$ cat config.mk
export PLATFORM = sky130hd
export DESIGN_NAME = stream_demux_flat
export DESIGN_NICKNAME = d
export VERILOG_FILES = /design/src/rtl/stream_demux_pkg.sv /design/src/rtl/stream_demux_if.sv /design/src/rtl/stream_demux_out_reg.sv /design/src/rtl/stream_demux.sv /design/src/flat_wrapper.sv
export SDC_FILE = /design/constraint.sdc
export NUM_CORES = 1
export LEC_CHECK = 0
export BUFFER_PORTS_ARGS = -buffer_cell sky130_fd_sc_hd__buf_2
export CAP_MARGIN = 5
export CORE_ASPECT_RATIO = 2
export CORE_MARGIN = 1.5
export CORE_UTILIZATION = 47
export DETAILED_ROUTE_END_ITERATION = 10
export PLACE_DENSITY = 0.83
export SYNTH_ARGS = -nofsm -noshare
export SYNTH_HDL_FRONTEND = slang
export SYNTH_SLANG_ARGS = --single-unit
$ cat constraint.sdc
create_clock -name clk -period 2.65 [get_ports clk]
set_input_delay 0 -clock clk [delete_from_list [all_inputs] [get_ports clk]]
set_output_delay 0 -clock clk [all_outputs]
set_load 0.05 [all_outputs]
$ cat src/rtl/stream_demux_pkg.sv
// Shared definitions for the stream demultiplexer.
//   demux_state_e : packet-tracking FSM encoding
//   sel_width()   : select width for a channel count, never below 1
package demux_pkg;

  typedef enum logic [1:0] {
    ST_IDLE = 2'd0,  // no packet open, s_sel picks the target
    ST_FWD  = 2'd1,  // packet locked to lock_ch
    ST_DROP = 2'd2   // packet with an out-of-range select, being discarded
  } demux_state_e;

  function automatic int sel_width(input int n);
    int w;
    w = 1;
    while ((1 << w) < n) w++;
    return w;
  endfunction

endpackage

$ cat src/rtl/stream_demux_if.sv
// Handshake bundle between one upstream stream and N_CH downstream channels.
//   s_valid/s_ready/s_data/s_last/s_sel : upstream beat
//   m_valid/m_ready/m_data/m_last       : per-channel outputs, channel i data at [i*DW +: DW]
// master = the side sourcing beats and sinking channels; slave = the demux.
interface stream_demux_if #(
  parameter int N_CH = 8,
  parameter int DW   = 8
) ();
  localparam int SEL_W = demux_pkg::sel_width(N_CH);

  logic                 s_valid;
  logic                 s_ready;
  logic [DW-1:0]        s_data;
  logic                 s_last;
  logic [SEL_W-1:0]     s_sel;
  logic [N_CH-1:0]      m_valid;
  logic [N_CH-1:0]      m_ready;
  logic [N_CH*DW-1:0]   m_data;
  logic [N_CH-1:0]      m_last;

  modport master (
    output s_valid, s_data, s_last, s_sel, m_ready,
    input  s_ready, m_valid, m_data, m_last
  );

  modport slave (
    input  s_valid, s_data, s_last, s_sel, m_ready,
    output s_ready, m_valid, m_data, m_last
  );
endinterface

$ cat src/rtl/stream_demux_out_reg.sv
// Single-channel output register (valid/data/last).
//   load    : accept a new beat (only asserted when the slot is free or being taken)
//   take    : downstream ready
//   in_*    : beat to load
//   valid/data/last : registered channel outputs; data/last are 0 whenever valid is 0
module demux_out_reg #(
  parameter int DW = 8
) (
  input  logic          clk,
  input  logic          rst_n,
  input  logic          load,
  input  logic          take,
  input  logic [DW-1:0] in_data,
  input  logic          in_last,
  output logic          valid,
  output logic [DW-1:0] data,
  output logic          last
);
  logic          valid_q, valid_d;
  logic [DW-1:0] data_q, data_d;
  logic          last_q, last_d;

  always_comb begin
    valid_d = valid_q;
    data_d  = data_q;
    last_d  = last_q;
    if (load) begin
      // take-and-load in one cycle simply replaces the contents
      valid_d = 1'b1;
      data_d  = in_data;
      last_d  = in_last;
    end else if (valid_q && take) begin
      valid_d = 1'b0;
      data_d  = '0;
      last_d  = 1'b0;
    end
  end

  always_ff @(posedge clk or negedge rst_n) begin
    if (!rst_n) begin
      valid_q <= 1'b0;
      data_q  <= '0;
      last_q  <= 1'b0;
    end else begin
      valid_q <= valid_d;
      data_q  <= data_d;
      last_q  <= last_d;
    end
  end

  assign valid = valid_q;
  assign data  = data_q;
  assign last  = last_q;
endmodule

$ cat src/rtl/stream_demux.sv
// Packet-aware 1:N_CH stream demultiplexer.
//   clk, rst_n : clock, async active-low reset
//   bus        : stream_demux_if slave (upstream beat in, per-channel beats out)
//   err_sel    : pulses in the cycle a packet with an out-of-range select is accepted
//   drop_cnt   : saturating count of dropped packets
// The first beat's s_sel locks the destination for the rest of the packet.
// Each channel has a single output register, so a beat lands one cycle after
// acceptance and m_valid never depends combinationally on m_ready.
module stream_demux import demux_pkg::*; #(
  parameter int N_CH = 8,
  parameter int DW   = 8
) (
  input  logic          clk,
  input  logic          rst_n,
  stream_demux_if.slave bus,
  output logic          err_sel,
  output logic [7:0]    drop_cnt
);
  localparam int SEL_W = sel_width(N_CH);
  localparam logic [SEL_W:0] N_CH_V = (SEL_W+1)'(N_CH);

  demux_state_e     state_q, state_d;
  logic [SEL_W-1:0] lock_ch_q, lock_ch_d;
  logic [7:0]       drop_cnt_q, drop_cnt_d;

  logic [SEL_W-1:0]   tgt;
  logic               tgt_ok;
  logic               tgt_free;
  logic               accept;
  logic [N_CH-1:0]    ch_free;
  logic [N_CH-1:0]    load;
  logic [N_CH-1:0]    out_v;
  logic [N_CH-1:0]    out_l;
  logic [N_CH*DW-1:0] out_d;

  // Target selection and upstream ready
  always_comb begin
    ch_free  = ~out_v | bus.m_ready;
    tgt      = (state_q == ST_FWD) ? lock_ch_q : bus.s_sel;
    // DROP and out-of-range first beats always accept so the packet drains
    tgt_ok   = (state_q == ST_FWD) ||
               ((state_q == ST_IDLE) && ({1'b0, bus.s_sel} < N_CH_V));
    tgt_free = 1'b1;
    for (int i = 0; i < N_CH; i++)
      if (tgt == SEL_W'(i)) tgt_free = ch_free[i];
    bus.s_ready = rst_n & (~tgt_ok | tgt_free);
    accept      = bus.s_valid & bus.s_ready;
    for (int i = 0; i < N_CH; i++)
      load[i] = accept & tgt_ok & (tgt == SEL_W'(i));
  end

  // Packet FSM
  always_comb begin
    state_d    = state_q;
    lock_ch_d  = lock_ch_q;
    drop_cnt_d = drop_cnt_q;
    err_sel    = 1'b0;
    if (accept) begin
      if ((state_q == ST_IDLE) && !tgt_ok) begin
        err_sel = 1'b1;
        if (drop_cnt_q != 8'hFF) drop_cnt_d = drop_cnt_q + 8'd1;
      end
      if (bus.s_last) begin
        state_d = ST_IDLE;
      end else if (state_q == ST_IDLE) begin
        if (tgt_ok) begin
          state_d   = ST_FWD;
          lock_ch_d = bus.s_sel;
        end else begin
          state_d = ST_DROP;
        end
      end
    end
  end

  always_ff @(posedge clk or negedge rst_n) begin
    if (!rst_n) begin
      state_q    <= ST_IDLE;
      lock_ch_q  <= '0;
      drop_cnt_q <= '0;
    end else begin
      state_q    <= state_d;
      lock_ch_q  <= lock_ch_d;
      drop_cnt_q <= drop_cnt_d;
    end
  end

  for (genvar i = 0; i < N_CH; i++) begin : g_ch
    demux_out_reg #(.DW(DW)) u_reg (
      .clk     (clk),
      .rst_n   (rst_n),
      .load    (load[i]),
      .take    (bus.m_ready[i]),
      .in_data (bus.s_data),
      .in_last (bus.s_last),
      .valid   (out_v[i]),
      .data    (out_d[i*DW +: DW]),
      .last    (out_l[i])
    );
  end

  assign bus.m_valid = out_v;
  assign bus.m_data  = out_d;
  assign bus.m_last  = out_l;
  assign drop_cnt    = drop_cnt_q;
endmodule

$ cat src/flat_wrapper.sv
// flat-port wrapper written by rule: the top's interface ports become plain ports
module stream_demux_flat import demux_pkg::*;
#(
  parameter int N_CH = 8,
  parameter int DW   = 8
)
  (clk, rst_n, err_sel, drop_cnt, bus_s_valid, bus_s_data, bus_s_last, bus_s_sel, bus_m_ready, bus_s_ready, bus_m_valid, bus_m_data, bus_m_last);
  stream_demux_if #(.N_CH(N_CH), .DW(DW)) bus_i ();
  input  logic clk;
  input  logic rst_n;
  output logic err_sel;
  output logic [7:0] drop_cnt;
  input wire logic [$bits(bus_i.s_valid)-1:0] bus_s_valid;
  input wire logic [$bits(bus_i.s_data)-1:0] bus_s_data;
  input wire logic [$bits(bus_i.s_last)-1:0] bus_s_last;
  input wire logic [$bits(bus_i.s_sel)-1:0] bus_s_sel;
  input wire logic [$bits(bus_i.m_ready)-1:0] bus_m_ready;
  output wire logic [$bits(bus_i.s_ready)-1:0] bus_s_ready;
  output wire logic [$bits(bus_i.m_valid)-1:0] bus_m_valid;
  output wire logic [$bits(bus_i.m_data)-1:0] bus_m_data;
  output wire logic [$bits(bus_i.m_last)-1:0] bus_m_last;
  assign bus_i.s_valid = bus_s_valid;
  assign bus_i.s_data = bus_s_data;
  assign bus_i.s_last = bus_s_last;
  assign bus_i.s_sel = bus_s_sel;
  assign bus_i.m_ready = bus_m_ready;
  assign bus_s_ready = bus_i.s_ready;
  assign bus_m_valid = bus_i.m_valid;
  assign bus_m_data = bus_i.m_data;
  assign bus_m_last = bus_i.m_last;
  stream_demux #(.N_CH(N_CH), .DW(DW)) u_core (.clk(clk), .rst_n(rst_n), .bus(bus_i), .err_sel(err_sel), .drop_cnt(drop_cnt));
endmodule
==> impl_results.md, run 1 <==
* Outcome: finished, final reports clean
* # clock sinks at 93
* Setup ws final at 143 ps
* CP Data Arrival Time at 2760 ps
* DR iter-0 viols at 252
* Flop and latch count out of synthesis at 93
* Vias at 3,155
* Num ports at 113
* Starting density of the core at 0.486
* HP Class: input port to flip-flop
* Setup TNS at 0 ps
* Die height at 134 um
* First-pass GRT wire length at 16.5 mm
* Placeable core area at 0.00829 mm2
* Critical path startpoint category: flip-flop
* Final nets at 512
* Static leakage at 2.83 nW
* Largest net degree at the start of global routing at 57
* Critical path peak fanout at 10
* Post-Route Skew at 8.04 ps
* Die footprint at 0.00917 mm2
* Fillers at 676
* # rows at 47
* Share of cells above drive strength 1 at 0.306
* Remaining DRCs at 0
* Initial antenna violation count at 0
* Vias per inst at 5.34
* Peak supply drop at 0.743 mV
* HPWL Detailed at 7.71 mm
* Remaining global-route overflow at 0
* CTS max path bufs at 2
* Met2 global-route usage at 0.411
* Crit end category: flip-flop
* Req. time, crit path at 2900 ps
* Fin. max-slew vios at 0
* Worst skew pair latency at 340 ps
* Grt peak-use layer: met2
* DR WL/cell at 18.0 um
* Total power at 7.24 mW
* RSZ-0062 raised after global routing: true
* Yosys warning count at 0
* CTS tree: done
* H-Tree Depth at 3
* First-pass DRT Iterations at 4
* Post-synthesis cell type count at 36
* Crit path kind: flip-flop to flip-flop
* Post-DRT Antenna Nets at 0
* Cells after synthesis at 369
* Final hold vios at 0
* Syn-to-layout area delta at 27.9%
* Tmin final at 2510 ps
* Clock Pin Slew Worst Setup and Hold Paths at 60 ps
* Final Util at 0.621
* Root Buffer: clkbuf_16
* CTS buffer count at 9
* Vias in the first global route at 3,225
* Pre-CTS WS at 118 ps
* F_max at 0.399 GHz
* Diode count at 0
* Tcrit/Tclk final at 0.946
* Syn Nets at 392
* Total GRT Usage at 0.247
* Post-synthesis sequential area ratio at 0.578
* Worst Tran Pin Value at 703 ps
* Met3 usage at 0.0386
* Setup violations, final at 0
* Buffers on Ports at 111
* WL final at 10.6 mm
* Synthesized area at 0.00403 mm2
* GR Util met1 at 0.293
* Cell Pwr Density at 1410 mW/mm2
* Slew HR at 0.531
* Die W at 68.5 um
* Count of maximum capacitance violations at 0
* Avg Cell Area, Syn at 10.9 um2
* Post CTS Setup Buffer Count at 0
* Gpl congestion at 0.934
layer usage:
layer | up-vias | wire (um)
met3 | 32 | 478
met1 | 1550 | 3900
met5 | - | 0
met2 | 116 | 5760
met4 | 0 | 476
li1 | 1457 | -
per-stage QoR:
step	hold WS, ps	cells	area [um2]
floorplan	-296	369	4030
global placement	83.2	557	4600
detailed placement	91.2	557	4600
CTS	9.22	591	5120
global route	38.6	591	5150
finish	22.0	591	5150
repair_timing:
action	CTS	global route
hold buffers	19	0
cloned	0	0
gates resized for setup	3	8
hold endpoints to repair	56	0
setup endpoints to repair	1	55
worst max-delay path, stage by stage, from the launching register on:
cell     delay, ps
dfrtp_1        420
buf_4          170
and3b_1        210
a21o_1         220
a221o_1        330
a21o_1         190
a31oi_4        210
nor2b_1        240
buf_6          200
mux2i_1        220
worst paths after layout:
check                      cells past startpoint                from  slack (ps)                      endpoint
hold reg to reg                                0  u_core.drop_cnt[5]         370            u_core.drop_cnt[5]
min in group asynchronous                      3               rst_n         280  u_core.g_ch[7].u_reg.data[4]
setup / recovery                               9   u_core.state_q[1]         140  u_core.g_ch[5].u_reg.data[5]
max in group asynchronous                      4               rst_n        1290  u_core.g_ch[2].u_reg.data[2]
setup reg to reg                               9   u_core.state_q[1]         140  u_core.g_ch[5].u_reg.data[5]
hold / removal                                 3      bus_m_ready[0]          20    u_core.g_ch[0].u_reg.valid
cell families after synthesis:
kind of cell	Yosys count	synth area share
flip-flops	93	0.578
other	1	0.000931
AND/OR/NAND/NOR	131	0.150
AO/OA/AOI/OAI	39	0.0631
buffers and inverters	47	0.0634
multiplexers	58	0.145
area by class of cell:
| cell class | instances | area, um2 | area share |
|---|---|---|---|
| clock buffers | 11 | 243 | 0.0471 |
| clock inverters | 4 | 72.6 | 0.0141 |
| inverters | 15 | 56.3 | 0.0109 |
| multi-input cells | 229 | 1480 | 0.286 |
| flip-flops and latches | 93 | 2330 | 0.452 |
| well taps | 98 | 123 | 0.0238 |
| repair buffers | 141 | 853 | 0.166 |
flip-flops by register name (all words and copies together), names as in the netlist:
| name | flops |
|---|---|
| u_core.lock_ch_q | 3 |
| u_core.g_ch.u_reg.last | 8 |
| u_core.drop_cnt | 8 |
| u_core.g_ch.u_reg.valid | 8 |
| u_core.state_q | 2 |
| u_core.g_ch.u_reg.data | 64 |
cells in the final DEF, fill, tap and decap left out, types with 2 or more instances in the layout:
master           n
a21o_1           4
a21oi_1          2
a21oi_2          2
a31oi_1          3
buf_2          109
buf_4           10
buf_6            2
bufinv_16        2
clkbuf_16        9
dfrtp_1         93
dlygate4sd3_1   19
inv_1           15
mux2_1           3
mux2i_1         55
nand2_1         86
nand2_2          3
nand2b_1         6
nand3_1         11
nor2_1           9
nor2b_1          3
nor3b_2          2
o21ai_0         18
power by group:
group	total (mW)	internal [mW]	switching, mW
logic	3.58	0.859	2.72
registers	2.32	1.96	0.358
clock network	1.35	0.845	0.507
total	7.24	3.66	3.58
cells in the mapped netlist:
cell type,number,area (um2)
buf_4,20,150
nor4bb_1,2,20.0
o21bai_1,1,7.51
conb_1,1,3.75
nor3b_2,2,25.0
or3b_2,1,8.76
a21o_1,4,30.0
nand3_1,11,55.1
a32oi_1,1,8.76
o211a_1,1,10.0
o21ai_0,19,95.1
or2_2,1,6.26
nor2_1,9,33.8
a221o_1,1,10.0
a2111oi_0,1,8.76
a21oi_1,4,20.0
mux2_1,3,33.8
and3b_1,1,8.76
o221ai_1,1,8.76
nor4_2,1,12.5
buf_2,3,15.0
nand2b_1,7,43.8
clkbuf_1,9,33.8
and4b_1,1,10.0
and3_1,1,6.26
or3_1,1,6.26
nand2_2,3,18.8
nor2b_1,3,18.8
inv_1,15,56.3
dfrtp_1,93,2330
o32ai_1,1,8.76
mux2i_1,55,551
and2_1,1,6.26
a31oi_4,1,21.3
nand2_1,86,323
a31oi_1,4,25.0
Note: power is estimated with default switching activity, not from simulation.
==> run 2, diff against run 1 <==
--- a/config.mk
+++ b/config.mk
@@ -7,7 +7,6 @@
 export LEC_CHECK = 0
 export BUFFER_PORTS_ARGS = -buffer_cell sky130_fd_sc_hd__buf_2
 export CAP_MARGIN = 5
-export CORE_ASPECT_RATIO = 2
 export CORE_MARGIN = 1.5
 export CORE_UTILIZATION = 47
 export DETAILED_ROUTE_END_ITERATION = 10
==> impl_results.md, run 2 (synthesized netlist as in run 1, its figures left out) <==
* Outcome: finished, final reports clean
* Combinational Power Share at 0.530
* Die footprint at 0.00913 mm2
* Worst hold path startpoint: bus_s_valid
* Largest net degree at the start of global routing at 56
* Remaining DRCs at 0
* Final nets at 515
* Post-DRT Antenna Nets at 0
* Slew HR at 0.552
* Final hold vios at 0
* # rows at 33
* Placeable core area at 0.00826 mm2
* Total GRT Usage at 0.236
* Vias per inst at 5.15
* DR WL/cell at 17.2 um
* Initial antenna violation count at 0
* Total power at 6.84 mW
* Reg power frac at 0.336
* Tcrit/Tclk final at 0.971
* Vias at 3,099
* Tmin final at 2570 ps
* Cell internal pwr at 3.24 mW
* # clock sinks at 93
* First-pass GRT wire length at 15.6 mm
* H-Tree Depth at 3
* Buffers on Ports at 111
* Req. time, crit path at 2650 ps
* First-pass DRT Iterations at 4
* Vias in the first global route at 3,048
* Largest register FFs at 64
* Starting density of the core at 0.488
* Cell Pwr Density at 1340 mW/mm2
* WL final at 10.4 mm
* CTS tree: done
* Post-Route Skew at 8.94 ps
* Critical path peak fanout at 8
* Most frequent cells in the layout: buf_2, dfrtp_1, nand2_1
* Setup violations, final at 0
* Switching Share at 0.526
* DP Area at 0.00463 mm2
* Static leakage at 2.80 nW
* Switch Pwr at 3.60 mW
* Share of cells above drive strength 1 at 0.322
* HPWL Detailed at 6.94 mm
* Count of maximum capacitance violations at 0
* CTS max path bufs at 2
* Worst Tran Pin Value at 673 ps
* Final Hold Slack at 9.85 ps
* Crit path from: u_core.state_q[1]
* Die W at 95.6 um
* Syn-to-layout area delta at 27.1%
* Final Cell Area at 0.00512 mm2
* Crit end category: output pin
* Num ports at 113
* Remaining global-route overflow at 0
* Diode count at 0
* CP Data Arrival Time at 2570 ps
* Crit path kind: flip-flop to output pin
* Clock power share at 0.134
* DR iter-0 viols at 194
* Peak supply drop at 0.715 mV
* Fin. max-slew vios at 0
* Pre-CTS WS at 30.3 ps
* Clock Pin Slew Worst Setup and Hold Paths at 100 ps
* Die height at 95.6 um
* F_max at 0.389 GHz
* Worst skew pair latency at 370 ps
* HP Class: input port to flip-flop
* Critical path startpoint category: flip-flop
* Most common cell after layout, fill and taps aside: buf_2
* Setup ws final at 76.9 ps
* CTS buffer count at 9
* Root Buffer: clkbuf_8
* Worst R2R Start: u_core.state_q[1]
* Gpl congestion at 0.960
==> run 2: cell types whose count changed in the layout (fill, tap and decap cells not counted), sizes merged <==
cell / previous run / this run
inv: 15 / 19
buf: 122 / 124
bufinv: 2 / 0
clkbuf: 11 / 9
clkinv: 1 / 3
clkinvlp: 1 / 0
dlygate4sd3: 19 / 20
==> run 2: path summary, 6_finish.rpt <==
path | to | slack, ps | depth (start not counted)
worst min register to register | u_core.drop_cnt[0] | 380 | 0
worst max-delay path | bus_s_ready | 80 | 8
worst max register to register | u_core.g_ch[0].u_reg.data[6] | 130 | 9
min in group asynchronous | u_core.g_ch[0].u_reg.last | 280 | 3
max in group asynchronous | u_core.g_ch[1].u_reg.data[0] | 1320 | 4
worst min-delay path | u_core.state_q[1] | 10 | 4
==> run 2: metal layers <==
layer | vias up | GRT usage | wire length (um)
li1 | 1463 | - | -
met5 | - | 0 | 0
met3 | 21 | 0.0383 | 607
met2 | 107 | 0.366 | 4880
met1 | 1508 | 0.317 | 4610
met4 | 0 | 0.130 | 274
==> run 2: power by group through the flow <==
stage / combinational [mW] / clock [mW] / sequential (mW)
6_report: 3.63 / 0.914 / 2.30
5_1_grt: 3.83 / 0.987 / 2.36
4_1_cts: 3.57 / 0.934 / 2.27
3_5_place_dp: 3.51 / 0 / 2.29
3_3_place_gp: 3.44 / 0 / 2.28
2_1_floorplan: 1.26 / 0 / 3.76
==> run 2: critical path: stages, from the launching register on <==
cell and delay, ps:
dfrtp_2 500, nand2b_4 240, mux2i_2 310, o211a_1 260, a21oi_4 70, and2_1 160, o21ai_0 210, and3_1 250
buf_4 220
==> run 2: layout make-up <==
| type | instances | area (um2) |
|---|---|---|
| inverter | 15 | 56.3 |
| multi-input combinational | 229 | 1510 |
| sequential | 93 | 2330 |
| clock inverter | 7 | 66.3 |
| fill | 685 | 3140 |
| tap | 105 | 131 |
| clock buffer | 9 | 124 |
| timing repair buffer | 144 | 896 |
==> run 2: repair_timing <==
| action | 4_1_cts | 5_1_grt |
|---|---|---|
| cloned | 0 | 0 |
| hold endpoints to repair | 57 | 0 |
| buffers inserted | 0 | 3 |
| resized for setup | 7 | 10 |
| setup endpoints to repair | 1 | 22 |
| pin swaps | 0 | 2 |
| hold buffers | 20 | 0 |
==> run 2: through the flow <==
step                TNS (ps)   util  std cells
global placement           0  0.561        563
floorplan                  0      -        369
detailed placement         0  0.561        563
CTS                        0  0.611        599
global route           -6.61  0.620        602
finish                     0  0.620        602
